<file path="config.mk">
export PLATFORM = sky130hd
export DESIGN_NAME = seg_scan_ctrl
export DESIGN_NICKNAME = d
export VERILOG_FILES = /design/src/rtl/seg_scan_ctrl.sv
export SDC_FILE = /design/constraint.sdc
export NUM_CORES = 1
export LEC_CHECK = 0
export BUFFER_PORTS_ARGS = -buffer_cell sky130_fd_sc_hd__buf_2
export CAP_MARGIN = 10
export CORE_ASPECT_RATIO = 0.9
export CORE_UTILIZATION = 52
export CTS_CLUSTER_SIZE = 20
export DETAILED_ROUTE_END_ITERATION = 7
export HOLD_SLACK_MARGIN = 0.12
export PLACE_DENSITY_LB_ADDON = 0.12
export RECOVER_POWER = 50
export SYNTH_ARGS = -nofsm -noshare
export SYNTH_HDL_FRONTEND = slang
export SYNTH_SLANG_ARGS = --single-unit
</file>
<file path="constraint.sdc">
create_clock -name clk -period 1.71 [get_ports clk]
set_input_delay 0.0855 -clock clk [delete_from_list [all_inputs] [get_ports clk]]
set_output_delay 0.0855 -clock clk [all_outputs]
set_load 0.01 [all_outputs]
</file>
<file path="src/rtl/seg_scan_ctrl.sv">
// seg_scan_ctrl
// Time-multiplexed scan controller for a 4-digit seven-segment display.
// Each digit slot lasts DIV cycles: GUARD cycles with every anode off so the
// segment multiplexer can settle, then DIV-GUARD cycles with the selected
// digit lit (unless that digit is blanked). A one-cycle frame pulse marks
// the wrap from digit 3 back to digit 0.
//
// Ports:
//   clk    system clock, rising edge
//   rst    synchronous active-high reset
//   en     scan enable; low forces the display dark and returns to digit 0
//   blank  per-digit blanking, bit i blanks digit i, sampled once per slot
//   sel    registered digit select for the segment multiplexer
//   an     registered active-low anode enables, an[i] drives digit i
//   frame  one-cycle pulse on the cycle sel has just wrapped from 3 to 0
module seg_scan_ctrl #(
  parameter int DIV   = 100000,
  parameter int GUARD = 1000
) (
  input  logic       clk,
  input  logic       rst,
  input  logic       en,
  input  logic [3:0] blank,
  output logic [1:0] sel,
  output logic [3:0] an,
  output logic       frame
);

  localparam int CW = $clog2(DIV);
  localparam logic [CW-1:0] CNT_LAST   = CW'(DIV - 1);
  localparam logic [CW-1:0] GUARD_LAST = CW'(GUARD - 1);

  typedef enum logic [1:0] {
    S_IDLE,
    S_GUARD,
    S_ON
  } state_t;

  state_t        state;
  logic [CW-1:0] cnt;
  logic          blank_q;

  // Single registered FSM. The slot counter spans the whole slot (guard and
  // lit part); the lit anode pattern is loaded on the same edge that enters
  // ON so the anode turns on exactly GUARD cycles into the slot. Leaving ON
  // loads an all-off pattern on the same edge that advances sel, so an
  // anode is never low while sel is changing.
  always_ff @(posedge clk) begin
    if (rst) begin
      state   <= S_IDLE;
      cnt     <= '0;
      sel     <= 2'd0;
      an      <= 4'hF;
      frame   <= 1'b0;
      blank_q <= 1'b0;
    end else begin
      frame <= 1'b0;
      case (state)
        S_IDLE: begin
          cnt <= '0;
          sel <= 2'd0;
          an  <= 4'hF;
          if (en) begin
            state <= S_GUARD;
          end
        end

        S_GUARD: begin
          if (!en) begin
            state <= S_IDLE;
            cnt   <= '0;
            sel   <= 2'd0;
            an    <= 4'hF;
          end else begin
            cnt <= cnt + 1'b1;
            an  <= 4'hF;
            if (cnt == GUARD_LAST) begin
              // Blank is captured here only; mid-slot changes wait a slot.
              state   <= S_ON;
              blank_q <= blank[sel];
              an      <= blank[sel] ? 4'hF : ~(4'b0001 << sel);
            end
          end
        end

        S_ON: begin
          if (!en) begin
            state <= S_IDLE;
            cnt   <= '0;
            sel   <= 2'd0;
            an    <= 4'hF;
          end else if (cnt == CNT_LAST) begin
            state <= S_GUARD;
            cnt   <= '0;
            sel   <= sel + 2'd1;
            an    <= 4'hF;
            frame <= (sel == 2'd3);
          end else begin
            cnt <= cnt + 1'b1;
            an  <= blank_q ? 4'hF : ~(4'b0001 << sel);
          end
        end

        default: begin
          state <= S_IDLE;
          cnt   <= '0;
          sel   <= 2'd0;
          an    <= 4'hF;
        end
      endcase
    end
  end

endmodule

</file>
==> results of run 1 <==
[layout by cell type (no fill, tap or decap), drive strengths merged, types with 3 or more instances in the layout]
master,Yosys,layout
a21oi,9,9
and2,3,3
and3,4,4
and4,3,3
buf,4,31
clkbuf,1,10
dfxtp,27,27
ha,9,9
inv,8,8
nand2,7,7
nand3,7,7
nand4,7,7
nor2,14,14
o21ai,7,7
or3,5,5
or4,3,3
xor2,8,8
[critical path, cell delays in order (launching register included)]
cell and delay [ns]:
dfxtp_2 0.38, ha_4 0.14, and4bb_2 0.27, nand4_4 0.15, or4_1 0.42, a221o_1 0.29
[worst paths after layout]
| path | end |
|---|---|
| max | an[3]$_SDFF_PP1_ |
| min | an[2]$_SDFF_PP1_ |
| max reg2reg | an[3]$_SDFF_PP1_ |
| min reg2reg | blank_q$_SDFFE_PP0P_ |
[per-layer routing]
layer  vias up  global-route usage [%]  share of wire, %
met1       597                    33.4                48
met4         0                    9.76               1.9
met2        39                    40.9                45
li1        646                       -                 -
met3         8                    5.72               5.5
met5         -                       0                 0
[power breakdown]
part	total [W]	switching, W	internal [W]	leakage, nW
clock	0.000280	0.000188	0.0000917	0.0150
combinational	0.000143	0.0000763	0.0000665	0.422
sequential	0.000651	0.00000796	0.000643	0.223
[logic make-up (layout without fill, tap and decap cells)]
family / after synthesis / in the layout / synth area share [%]
multiplexers: 2 / 2 / 2.34
flip-flops: 27 / 27 / 37.5
XOR/XNOR: 10 / 10 / 6.07
adder cells (fa/ha/maj): 9 / 9 / 7.81
AO/OA/AOI/OAI: 30 / 30 / 14.3
AND/OR/NAND/NOR: 64 / 64 / 27.9
buffers and inverters: 13 / 50 / 4.08
[sequential cells by signal, indices dropped and copies added (netlist names)]
signal / cells
cnt: 17
an: 4
sel: 2
state: 2
blank_q: 1
frame: 1
[final cells by class]
cell class	instances	area share, %
well taps	28	1.94
multi-input cells	115	49.8
flip-flops and latches	27	30.7
repair buffers	38	14.4
inverters	8	1.66
clock buffers	4	1.45
[timing repair]
item / in CTS / in global routing
setup buffers: 1 / 0
endpoints found under the hold margin: 5 / 0
pin swaps: 2 / 1
gates resized for setup: 7 / 9
hold buffers: 1 / 0
setup endpoints to repair: 12 / 24
[metrics by stage]
stage | instances | utilization (%) | hold slack (ns) | total power [W]
6_report | 220 | 71.4 | 0.142 | 0.00107
5_1_grt | 220 | 71.4 | 0.165 | 0.00112
4_1_cts | 220 | 71.0 | 0.124 | 0.00108
3_5_place_dp | 214 | 68.0 | 0.345 | 0.000805
3_3_place_gp | 214 | 68.0 | 0.344 | 0.000799
2_1_floorplan | 155 | - | 0.145 | 0.000752
==> qor.yml, run 1 <==
run_status:
  status: "finished with violations"
  violations: "DRC, setup timing"
drt:
  ant_nets: 0
  vias_per_cell: 5.86
  drt_iter0_markers: 68
  route.vias.total: 1290
  drc: 2
  dr.pass1.iters: 6
  routedWlPerCell_um: 15.1
  wl_mm: 3.32
placement:
  place_congestion: 0.856
  placed_area_sq_um: 1720
  numPortBuffers: 13
  place_hpwl_mm: 2.48
  dp_slack_ns: -0.0698
hold_path:
  hold_class: "primary input to register"
  hold_depth: 3
  min-delay-start: "en"
grt:
  grt_max_degree: 18
  grt_pass1_wl_mm: 5.73
  grt_pass1_vias: 1238
  antenna_found_initial: 0
  grt_overflow: 0
  track_usage_pct: 25.5
finish:
  multi_input_area_sq_um: 901
  drive_above_1_share_pct: 31.8
  area_growth_pct: 25.3
  fillers: 197
  diodes: 0
  regArea_sq_um: 556
  nets: 209
  design_area_sq_um: 1810
logic_synthesis:
  synth_cells: 155
  syn_area_sq_um: 1440
  synth_ff_type: "dfxtp_1"
  async_reset_ff_share_pct: 0
  yosys_warnings: 0
  synth-edff-count: 0
  ys_types: 44
  avgSynthCellArea_sq_um: 9.31
  synthTopCellsByArea: "dfxtp_1 (37%), ha_1 (7.8%), xor2_1 (4.9%), nor2_1 (3.6%), a21oi_1 (3.1%)"
  synth_common_cells: "dfxtp_1 (27), nor2_1 (14), a21oi_1 (9), ha_1 (9)"
  yosysTopAreaCellShare_pct: 37.5
  yosysTopAreaCell: "dfxtp_1"
  synth.most_common_cell: "dfxtp_1"
  yosysSeqAreaShare_pct: 37.5
  syn_nets: 171
  synth_seq_cells: 27
setup_path:
  reg2reg_depth: 5
  cp-end-kind: "register"
  r2r_slack_ns: -0.04
  cp.required_ns: 1.94
  critPathLaunchType: "register"
  reg2reg_from: "cnt[0]$_SDFF_PP0_"
  crit_start: "cnt[0]$_SDFF_PP0_"
  critPathArrivalTime_ns: 1.99
  critPathMaxFanout: 5
  worst-setup-path-type: "register to register"
cts:
  cts_sinks: 27
  cts_buffers: 3
  clkSlewWorstSetupHoldPaths_ns: 0.14
  cts_tree: "built"
  cts_max_path_buffers: 2
  root_buffer: "clkbuf_4"
  clk_latency_ns: 0.33
  htree_levels: 1
sta:
  max_freq_mhz: 570
  fin_crit_sh_pct: 103
  worst_pin_slew_ns: 0.327
  maxSlewHeadroom_pct: 78.0
  setup_slack_ns: -0.0441
  setup_viol: 2
  hold_viol: 0
  finalSetupTns_ns: -0.0458
  slew_violations: 0
  rsz0062_at_grt: "yes"
  fin_crit_ns: 1.75
  skew_ns: 0.00825
floorplanning:
  fp-row-count: 17
  start_util_pct: 57.0
  num_io_pins: 14
  die_x_um: 57.5
  dieHeight_um: 52.0
  die-area_sq_um: 2990
  coreArea_sq_um: 2530
power:
  ir_drop_mv: 0.489
  cellLeakagePower_nw: 0.660
  power_density_nw_per_um2: 594
job:
  drv_cap: 0
No activity file was read; power rests on OpenSTA's default activity.
==> inputs of run 2 (changes only) <==
--- a/config.mk
+++ b/config.mk
@@ -8,7 +8,7 @@
 export BUFFER_PORTS_ARGS = -buffer_cell sky130_fd_sc_hd__buf_2
 export CAP_MARGIN = 10
 export CORE_ASPECT_RATIO = 0.9
-export CORE_UTILIZATION = 52
+export CORE_UTILIZATION = 56
 export CTS_CLUSTER_SIZE = 20
 export DETAILED_ROUTE_END_ITERATION = 7
 export HOLD_SLACK_MARGIN = 0.12
==> constraint.sdc (replaced) <==
create_clock -name clk -period 2.3 [get_ports clk]
set_input_delay 0.115 -clock clk [delete_from_list [all_inputs] [get_ports clk]]
set_output_delay 0.115 -clock clk [all_outputs]
set_load 0.01 [all_outputs]
==> qor.yml, run 2 (synthesized netlist as in run 1, its figures left out) <==
run_status:
  status: "finished, final reports clean"
cts:
  clk_latency_ns: 0.32  # about the same
  cts_buffers: 3  # unchanged
  root_buffer: "clkbuf_4"
  cts_tree: "built"
  cts_sinks: 27  # unchanged
  htree_levels: 1  # unchanged
  clkSlewWorstSetupHoldPaths_ns: 0.14  # about the same
  cts_max_path_buffers: 2  # unchanged
  ctsResizeCount: 0  # -7
sta:
  worst_pin_slew_ns: 0.352  # +0.0245 ns
  fin_crit_ns: 1.98  # +0.229 ns
  fin_crit_sh_pct: 86.2  # -16 points
  slew_violations: 0  # unchanged
  maxSlewHeadroom_pct: 76.4  # -1.6 points
  max_freq_mhz: 504  # -12%
  rsz0062_at_grt: "no"
  setup_viol: 0  # -2
  hold_viol: 0  # unchanged
  skew_ns: 0.00470  # -0.00355 ns
  finalSetupTns_ns: 0  # +0.0458 ns
floorplanning:
  coreArea_sq_um: 2450  # -3.4%
  num_io_pins: 14  # unchanged
  start_util_pct: 59.0  # +2.0 points
  die-area_sq_um: 2780  # -6.9%
  die_x_um: 55.5  # -3.5%
  fp-row-count: 17  # unchanged
  dieHeight_um: 50.2  # -3.5%
finish:
  drive_above_1_share_pct: 13.5  # -18 points
  layout_commonest_cell: "dfxtp_1"
  largest_reg_flops: 17  # unchanged
  nets: 187  # -11%
  final_cell_mix: "dfxtp_1 (27), nor2_1 (14), a21oi_1 (9), ha_1 (9)"
  fin_util_pct: 63.3  # -8.2 points
  fillers: 221  # +12%
  design_area_sq_um: 1550  # -14%
  area_growth_pct: 7.29
  largest_register: "cnt"
  top_regs: "cnt: 17 flops, an: 4 flops"
  diodes: 0  # unchanged
setup_path:
  max_stage_delay_ns: 0.39  # -0.03 ns
  cp.required_ns: 2.53  # +0.59 ns
  reg2reg_from: "cnt[0]$_SDFF_PP0_"
  cp-end-kind: "register"
  crit_chain: "ha_1 -> and4_1 -> a41oi_2 -> a221oi_1 -> mux2_2"
  reg2reg_depth: 5  # unchanged
  critPathMaxFanout: 8  # +3
  critPathLaunchType: "register"
  critPathArrivalTime_ns: 2.22  # +0.23 ns
  crit_slowest_cell: "and4_1"
  crit_family: "compound AO/OA/AOI/OAI gates"
  r2r_slack_ns: 0.32  # +0.36 ns
  worst-path-buf-inv: 0  # unchanged
  worst-setup-path-type: "register to register"
  r2r-end: "state[0]$_SDFFE_PP0P_"
drt:
  wl_mm: 2.84  # -15%
  ant_nets: 0  # unchanged
  route.vias.total: 1250  # -3.1%
  vias_per_cell: 6.31  # +7.7%
  drc: 0  # -2
  routedWlPerCell_um: 14.3  # -5.0%
  dr.pass1.iters: 5  # -1
  drt_iter0_markers: 33  # -51%
hold_path:
  hold_class: "primary input to register"
  min-delay-start: "en"
  hold_depth: 3  # unchanged
  min_to: "an[2]$_SDFF_PP1_"
power:
  total_power_w: 0.000779  # -27%
  power_frac_seq_pct: 62.3  # +1.7 points
  power_switching_w: 0.000194  # -29%
  cellLeakagePower_nw: 0.530  # -20%
  power_density_nw_per_um2: 504  # -15%
  p_clk_share_pct: 26.4  # +0.3 points
  ir_drop_mv: 0.312  # -36%
  power_frac_comb_pct: 11.3  # -2.0 points
  p_sw_share_pct: 24.9  # -0.46 points
  p_int_w: 0.000585  # -27%
placement:
  place_congestion: 0.875  # +2.2%
  numPortBuffers: 13  # unchanged
  place_hpwl_mm: 2.05  # -17%
  placed_area_sq_um: 1530  # -11%
grt:
  grt_pass1_vias: 1106  # -11%
  track_usage_pct: 21.9  # -3.6 points
  antenna_found_initial: 0  # unchanged
  grt_pass1_wl_mm: 4.86  # -15%
  grt_max_degree: 18  # unchanged
  grt_overflow: 0  # unchanged
job:
  drv_cap: 0  # unchanged
-- run 2: repair_timing --
item                      CTS  global route
buffers inserted            0             0
hold endpoints to repair    4             0
hold buffers                1             0
-- run 2: worst max path at each step --
stage / start / slack (ns) / cells after the start / endpoint
CTS: cnt[0]$_SDFF_PP0_ / 0.30 / 5 / state[0]$_SDFFE_PP0P_
floorplan: sel[0]$_SDFFE_PP0P_ / 0.42 / 3 / an[3]$_SDFF_PP1_
global route: cnt[0]$_SDFF_PP0_ / 0.19 / 5 / state[0]$_SDFFE_PP0P_
finish: cnt[0]$_SDFF_PP0_ / 0.32 / 5 / state[0]$_SDFFE_PP0P_
global placement: cnt[0]$_SDFF_PP0_ / 0.40 / 5 / state[0]$_SDFFE_PP0P_
detailed placement: cnt[0]$_SDFF_PP0_ / 0.32 / 5 / state[0]$_SDFFE_PP0P_
-- run 2: worst reg2reg max path: stages, from the launching register on --
cell and delay (ns):
dfxtp_1 0.37, ha_1 0.21, and4_1 0.39, a41oi_2 0.25, a221oi_1 0.31, mux2_2 0.37
-- run 2: power groups by stage --
stage | Combinational, W | Sequential, W | Clock (W)
floorplan | 0.0000570 | 0.000500 | 0
global placement | 0.0000855 | 0.000495 | 0
detailed placement | 0.0000883 | 0.000496 | 0
CTS | 0.0000901 | 0.000486 | 0.000214
global route | 0.000100 | 0.000487 | 0.000226
finish | 0.0000878 | 0.000486 | 0.000206
-- run 2: layout make-up --
type | count | area (sq um) | area share, %
multi-input cells | 115 | 837 | 54.1
flip-flops and latches | 27 | 541 | 34.9
repair buffers | 16 | 78.8 | 5.09
well taps | 28 | 35.0 | 2.26
inverters | 8 | 30.0 | 1.94
clock buffers | 4 | 26.3 | 1.70
-- run 2: routing by layer --
layer  GRT usage, %  wire length [um]  share of wire [%]
met5              0                 0                  0
met2           34.5              1330                 47
met1           30.5              1380                 49
met3           3.35                95                3.3
met4           8.33                26               0.92
-- run 2: stage by stage --
step           std cells  hold WS, ns  worst slack (ns)
6_report             198        0.190             0.317
3_5_place_dp         193        0.384             0.317
5_1_grt              198        0.191             0.186
4_1_cts              198        0.175             0.297
3_3_place_gp         193        0.387             0.400
2_1_floorplan        155        0.184             0.417
